===== src/rtl/fifo_pkg.sv =====
// ---------------------------------------------------------------------------
// fifo_pkg
// Shared types and helpers for the flop-based threshold FIFO.
//   fifo_op_e : request decoded from {push, pop}
//   cnt_w()   : width of an occupancy counter able to hold 0..depth
// ---------------------------------------------------------------------------
package fifo_pkg;

  typedef enum logic [1:0] {
    IDLE     = 2'b00,
    POP      = 2'b01,
    PUSH     = 2'b10,
    PUSH_POP = 2'b11
  } fifo_op_e;

  // Occupancy runs from 0 to depth inclusive, hence depth+1 values
  function automatic int cnt_w(input int depth);
    return $clog2(depth + 1);
  endfunction

endpackage


===== src/rtl/fifo_ptr.sv =====
// ---------------------------------------------------------------------------
// fifo_ptr
// Wrapping read/write pointer for a circular buffer of any depth >= 2.
// Ports:
//   clk    in   rising-edge clock
//   rst    in   synchronous active-high reset, pointer returns to 0
//   i_inc  in   advance the pointer by one this cycle
//   o_ptr  out  current pointer value, 0..depth-1
// ---------------------------------------------------------------------------
module fifo_ptr #(
  parameter int depth = 16
) (
  input  logic                     clk,
  input  logic                     rst,
  input  logic                     i_inc,
  output logic [$clog2(depth)-1:0] o_ptr
);

  localparam int PW = $clog2(depth);

  logic [PW-1:0] r_ptr;

  // Explicit wrap at depth-1 so non-power-of-two depths work
  always_ff @(posedge clk) begin
    if (rst) begin
      r_ptr <= '0;
    end else if (i_inc) begin
      if (r_ptr == PW'(depth - 1)) begin
        r_ptr <= '0;
      end else begin
        r_ptr <= r_ptr + PW'(1);
      end
    end
  end

  assign o_ptr = r_ptr;

endmodule


===== src/rtl/fifo_flops_thr.sv =====
// ---------------------------------------------------------------------------
// fifo_flops_thr
// Flop-based synchronous FIFO built as a circular buffer with wrapping
// read/write pointers, an occupancy count, almost-full/almost-empty
// thresholds and sticky overflow/underflow flags.  FWFT=1 shows the head
// word on Dout combinationally; FWFT=0 registers Dout on each accepted pop.
// Ports:
//   clk, rst      clock and synchronous active-high reset
//   Din, push     write data and write request
//   pop           read request
//   clr_err       clears the sticky error flags
//   Dout          read data
//   full, pndng   count == depth / count != 0
//   almost_full   count >= depth-AF_MARGIN
//   almost_empty  count <= AE_MARGIN
//   count         current occupancy
//   overflow      sticky: push while full with no pop
//   underflow     sticky: pop while empty
// ---------------------------------------------------------------------------
module fifo_flops_thr
  import fifo_pkg::*;
#(
  parameter int depth     = 16,
  parameter int bits      = 32,
  parameter int AF_MARGIN = 2,
  parameter int AE_MARGIN = 2,
  parameter int FWFT      = 1
) (
  input  logic                      clk,
  input  logic                      rst,
  input  logic [bits-1:0]           Din,
  input  logic                      push,
  input  logic                      pop,
  input  logic                      clr_err,
  output logic [bits-1:0]           Dout,
  output logic                      full,
  output logic                      pndng,
  output logic                      almost_full,
  output logic                      almost_empty,
  output logic [cnt_w(depth)-1:0]   count,
  output logic                      overflow,
  output logic                      underflow
);

  localparam int CW = cnt_w(depth);
  localparam int PW = $clog2(depth);

  logic [bits-1:0] r_mem [depth];
  logic [CW-1:0]   r_count;
  logic            r_overflow;
  logic            r_underflow;

  logic [PW-1:0]   w_wrPtr;
  logic [PW-1:0]   w_rdPtr;
  fifo_op_e        w_op;
  logic            w_pushAcc;
  logic            w_popAcc;
  logic            w_pushErr;
  logic            w_popErr;

  assign w_op = fifo_op_e'({push, pop});

  // Accept decisions.  A pop is only honoured when data was already stored,
  // so a same-cycle push never satisfies a pop on an empty FIFO.  A push
  // into a full FIFO is allowed only when the pop frees a slot this cycle.
  always_comb begin
    w_pushAcc = 1'b0;
    w_popAcc  = 1'b0;
    w_pushErr = 1'b0;
    w_popErr  = 1'b0;
    case (w_op)
      PUSH: begin
        w_pushAcc = !full;
        w_pushErr = full;
      end
      POP: begin
        w_popAcc = pndng;
        w_popErr = !pndng;
      end
      PUSH_POP: begin
        w_popAcc  = pndng;
        w_popErr  = !pndng;
        w_pushAcc = !full || pndng;
        w_pushErr = full && !pndng;
      end
      default: begin
      end
    endcase
  end

  fifo_ptr #(.depth(depth)) u_wrPtr (
    .clk   (clk),
    .rst   (rst),
    .i_inc (w_pushAcc),
    .o_ptr (w_wrPtr)
  );

  fifo_ptr #(.depth(depth)) u_rdPtr (
    .clk   (clk),
    .rst   (rst),
    .i_inc (w_popAcc),
    .o_ptr (w_rdPtr)
  );

  // Storage is cleared on reset so Dout reads 0 afterwards in FWFT mode
  always_ff @(posedge clk) begin
    if (rst) begin
      for (int i = 0; i < depth; i++) begin
        r_mem[i] <= '0;
      end
    end else if (w_pushAcc) begin
      r_mem[w_wrPtr] <= Din;
    end
  end

  // Occupancy only moves when exactly one side is accepted
  always_ff @(posedge clk) begin
    if (rst) begin
      r_count <= '0;
    end else if (w_pushAcc && !w_popAcc) begin
      r_count <= r_count + CW'(1);
    end else if (w_popAcc && !w_pushAcc) begin
      r_count <= r_count - CW'(1);
    end
  end

  // Sticky error flags; a new error in the clearing cycle keeps the flag set
  always_ff @(posedge clk) begin
    if (rst) begin
      r_overflow  <= 1'b0;
      r_underflow <= 1'b0;
    end else begin
      if (w_pushErr) begin
        r_overflow <= 1'b1;
      end else if (clr_err) begin
        r_overflow <= 1'b0;
      end
      if (w_popErr) begin
        r_underflow <= 1'b1;
      end else if (clr_err) begin
        r_underflow <= 1'b0;
      end
    end
  end

  assign count        = r_count;
  assign full         = (r_count == CW'(depth));
  assign pndng        = (r_count != '0);
  assign almost_full  = (r_count >= CW'(depth - AF_MARGIN));
  assign almost_empty = (r_count <= CW'(AE_MARGIN));
  assign overflow     = r_overflow;
  assign underflow    = r_underflow;

  generate
    if (FWFT != 0) begin : g_fwft
      assign Dout = r_mem[w_rdPtr];
    end else begin : g_regRead
      logic [bits-1:0] r_dout;

      // Registered read: Dout takes the head word on an accepted pop only
      always_ff @(posedge clk) begin
        if (rst) begin
          r_dout <= '0;
        end else if (w_popAcc) begin
          r_dout <= r_mem[w_rdPtr];
        end
      end

      assign Dout = r_dout;
    end
  endgenerate

endmodule

===== config.mk =====
export PLATFORM = sky130hd
export DESIGN_NAME = fifo_flops_thr
export DESIGN_NICKNAME = d
export VERILOG_FILES = /design/src/rtl/fifo_pkg.sv /design/src/rtl/fifo_ptr.sv /design/src/rtl/fifo_flops_thr.sv
export SDC_FILE = /design/constraint.sdc
export NUM_CORES = 1
export LEC_CHECK = 0
export BUFFER_PORTS_ARGS = -buffer_cell sky130_fd_sc_hd__buf_2
export CAP_MARGIN = 5
export CORE_ASPECT_RATIO = 0.9
export CORE_MARGIN = 4
export CORE_UTILIZATION = 60
export DETAILED_ROUTE_END_ITERATION = 16
export HOLD_SLACK_MARGIN = 0.03
export PLACE_DENSITY_LB_ADDON = 0.05
export SYNTH_ARGS = -nofsm -noshare
export SYNTH_HDL_FRONTEND = slang
export SYNTH_SLANG_ARGS = --single-unit

===== constraint.sdc =====
create_clock -name clk -period 4.4 [get_ports clk]
set_clock_uncertainty 0.15 [all_clocks]
set_input_delay 0.22 -clock clk [delete_from_list [all_inputs] [get_ports clk]]
set_output_delay 0.22 -clock clk [all_outputs]
set_load 0.1 [all_outputs]

==> results.py <==
metrics = {
    "power_and_ir_drop": {
        "p_clk_share_pct": 31.7,
        "peakVddDrop_v": 0.000541,
        "finalPower_mw": 13.5,
        "seqPwrFrac_pct": 44.4,
        "switching_power_mw": 4.20,
        "internal-power_mw": 9.26,
        "sw_frac_of_total_pct": 31.2,
        "leakagePower_nw": 9.92,
        "p_comb_share_pct": 23.9,
        "power_density_nw_per_um2": 498,
    },
    "die": {
        "dieArea_um2": 43100,
        "rows": 69,
        "initial_utilization_pct": 60.6,
        "coreArea_um2": 39500,
        "die_w_um": 218,
        "ios": 80,
        "fp.dieH_um": 197,
    },
    "synth": {
        "yosys.area_share.simple_pct": 15.9,
        "avgSynthCellArea_um2": 15.7,
        "yosys.cell_count.top_type": "edfxtp_1",
        "synth_seq_area_share_pct": 65.9,
        "synth-seq-cells": 531,
        "syn_area_um2": 23900,
        "synth_compound_area_share_pct": 2.99,
        "synthMuxAreaShare_pct": 12.2,
        "synth_top_family_by_area": "simple AND/OR/NAND/NOR gates",
        "yosys_warnings": 0,
        "synth_common_cells": "512 x edfxtp_1, 385 x and2_1, 128 x and2_2, 128 x mux4_2, 111 x clkbuf_1",
        "ys_top_cells_by_area": "edfxtp_1 64%, mux4_2 12%, and2_1 10%, and2_2 4.0%, a22oi_1 2.0%",
        "yosys.area.top_type": "edfxtp_1",
        "async_flop_share_pct": 0,
        "synth_top_area_share_pct": 64.3,
        "synthFlopType": "edfxtp_1",
        "synth_cell_type_count": 40,
        "netlist_instances": 1524,
        "synth_nets": 1571,
        "synth-xor-area-share_pct": 0.220,
        "synth_edf_count": 512,
        "synthAdderAreaFrac_pct": 0.555,
    },
    "routing": {
        "wirelength_um": 56200,
        "firstDrtPassIters": 5,
        "first_iter_violations": 1444,
        "vias_per_cell": 5.94,
        "drt.antenna.violating_nets": 0,
        "wire_per_inst_um": 25.9,
        "drc": 0,
        "vias": 12900,
    },
    "cts": {
        "cts_sinks": 531,
        "root_buffer": "clkbuf_16",
        "ctsLongestPathBuffers": 3,
        "hold_buffers": 39,
        "postCtsSetupBuffers": 0,
        "cts_tree": "built",
        "cts_buffers": 53,
        "path_clk_slew_ns": 0.06,
        "cts-resized-gates": 0,
        "htreeDepth": 2,
        "insertion_delay_ns": 0.58,
    },
    "finish": {
        "final_cell_count_no_fill": 2175,
        "fillers": 2694,
        "nNetsFinal": 1651,
        "drive_above_1_share_pct": 29.4,
        "syn2layout_area_growth_pct": 12.9,
        "antenna_cells": 0,
    },
    "run_status": {
        "status": "finished clean",
    },
    "worst_setup_path": {
        "crit_type": "flip-flop to flip-flop",
        "rr_worst_depth": 10,
        "crit_path_start_kind": "flip-flop",
        "worstPathCellList": "or4_1 -> o21ai_0 -> inv_1 -> ha_1 -> inv_1 -> ha_1 -> a21oi_1 -> a211oi_1 -> a31oi_1 -> mux2_2",
        "regToRegSetupSlack_ns": 0.89,
        "max_stage_delay_ns": 0.81,
        "arrival_ns": 3.83,
        "slowest_stage": "or4_1",
        "critPathCaptureType": "flip-flop",
        "reg2reg_from": "count[1]$_SDFFE_PP0P_",
        "path_delay_family": "compound AO/OA/AOI/OAI gates",
        "crit_buf_inv": 2,
        "worstPathMaxFanout": 11,
        "reg2reg_to": "count[4]$_SDFFE_PP0P_",
        "cp.required_ns": 4.73,
    },
    "job": {
        "maxCapViolations": 0,
    },
    "global_routing": {
        "grt_use_total_pct": 26.8,
        "grt_pass1_wl_um": 85100,
        "grt_max_degree": 56,
        "antenna_found_initial": 0,
        "overflow": 0,
        "grt_pass1_vias": 13400,
    },
    "timing": {
        "drv_slew": 0,
        "post-route-period-util_pct": 79.7,
        "rsz0062_at_grt": "false",
        "tightest_slew_ns": 1.25,
        "min_period_ns": 3.51,
        "hold_viol": 0,
        "relSlewSlack_pct": 16.8,
        "finalSetupViolCount": 0,
        "fmax_ghz": 0.285,
    },
    "hold_path": {
        "hp-class": "flip-flop to flip-flop",
        "hold_path_depth": 2,
        "hp-start": "u_rdPtr.o_ptr[0]$_SDFFE_PP0N_",
    },
    "placed_design": {
        "routabilityCongestion": 0.802,
        "dp_hpwl_um": 31900,
        "dp_cells": 2042,
        "portBuffers": 79,
    },
}
-- worst reg2reg max path: stages (launching register included) --
cell and delay [ns]:
dfxtp_1 0.38, or4_1 0.82, o21ai_0 0.49, inv_1 0.09, ha_1 0.22, inv_1 0.15, ha_1 0.30, a21oi_1 0.18
a211oi_1 0.10, a31oi_1 0.17, mux2_2 0.34
-- power by group through the flow --
stage	sequential, mW	combinational (mW)	clock [mW]
floorplan	6.10	2.51	0
global placement	6.07	3.20	0
detailed placement	6.08	3.21	0
CTS	5.98	3.25	4.33
global route	6.00	3.39	4.56
finish	5.97	3.22	4.27
-- layout make-up --
type | instances | area (µm²) | area share, %
inverter | 7 | 26.3 | 0.0973
multi-input combinational | 856 | 7840 | 29.0
clock buffer | 71 | 1460 | 5.39
tap | 532 | 666 | 2.46
clock inverter | 23 | 160 | 0.593
timing repair buffer | 155 | 1100 | 4.08
sequential | 531 | 15800 | 58.4
-- registers in the layout, summed over array words and instances, names as in the netlist, named ones only --
register,cells
u_wrPtr.o_ptr,4
r_mem,512
u_rdPtr.o_ptr,4
overflow,1
underflow,1
count,5
-- cells by family (layout without fill, tap and decap cells) --
kind of cell / count (synthesis) / count (layout)
AOI/OAI and AO/OA: 97 / 97
xor gates and xnor gates: 6 / 6
adders and majority gates: 10 / 10
buffers and inverters: 137 / 256
DFF: 531 / 531
muxes: 132 / 132
and+or+nand+nor: 611 / 611
-- placed cells by master (no fill, tap or decap), types with 3 or more instances in the layout --
cell and count:
a21oi_1 6, dlygate4sd3_1 39, buf_4 34, nand2_1 42, mux2i_1 3, ha_1 9, nand3_1 3, buf_2 79
and2_2 129, o21ai_4 14, nor2_2 12, nor2_1 20, nor4_2 4, a22oi_1 64, clkbuf_16 55, clkinv_1 12
clkbuf_1 14, and2_1 384, mux4_2 128, dfxtp_1 17, edfxtp_1 512, nor2b_1 5, clkinv_2 6, or2_2 4
inv_1 7, buf_12 3, xor2_1 4
-- stage by stage --
step / hold WS (ns) / setup TNS, ns / area, µm² / worst slack, ns / util (%)
global placement: 0.344 / 0 / 25000 / 0.931 / 63.4
finish: 0.362 / 0 / 27000 / 0.894 / 68.5
global route: 0.397 / 0 / 27000 / 0.653 / 68.5
floorplan: 0.209 / -0.173 / 23900 / -0.173 / -
detailed placement: 0.355 / 0 / 25000 / 0.916 / 63.4
CTS: 0.364 / 0 / 27000 / 0.882 / 68.5
-- routing by layer --
metal,vias to the layer above,wire length (µm),track usage (%)
met5,-,0,0
met4,0,1670,7.86
met3,83,3900,5.08
met2,460,27400,43.6
met1,6605,23200,37.8
li1,5775,-,-
-- worst max path at each step --
stage	start	endpoint	cells past startpoint
2_1_floorplan	count[0]$_SDFFE_PP0P_	almost_empty	1
3_3_place_gp	count[1]$_SDFFE_PP0P_	count[4]$_SDFFE_PP0P_	10
3_5_place_dp	count[1]$_SDFFE_PP0P_	count[4]$_SDFFE_PP0P_	10
4_1_cts	flip-flop	Dout[11]	5
5_1_grt	count[1]$_SDFFE_PP0P_	count[4]$_SDFFE_PP0P_	10
6_report	count[1]$_SDFFE_PP0P_	count[4]$_SDFFE_PP0P_	10
No activity file was read; power rests on OpenSTA's default activity.
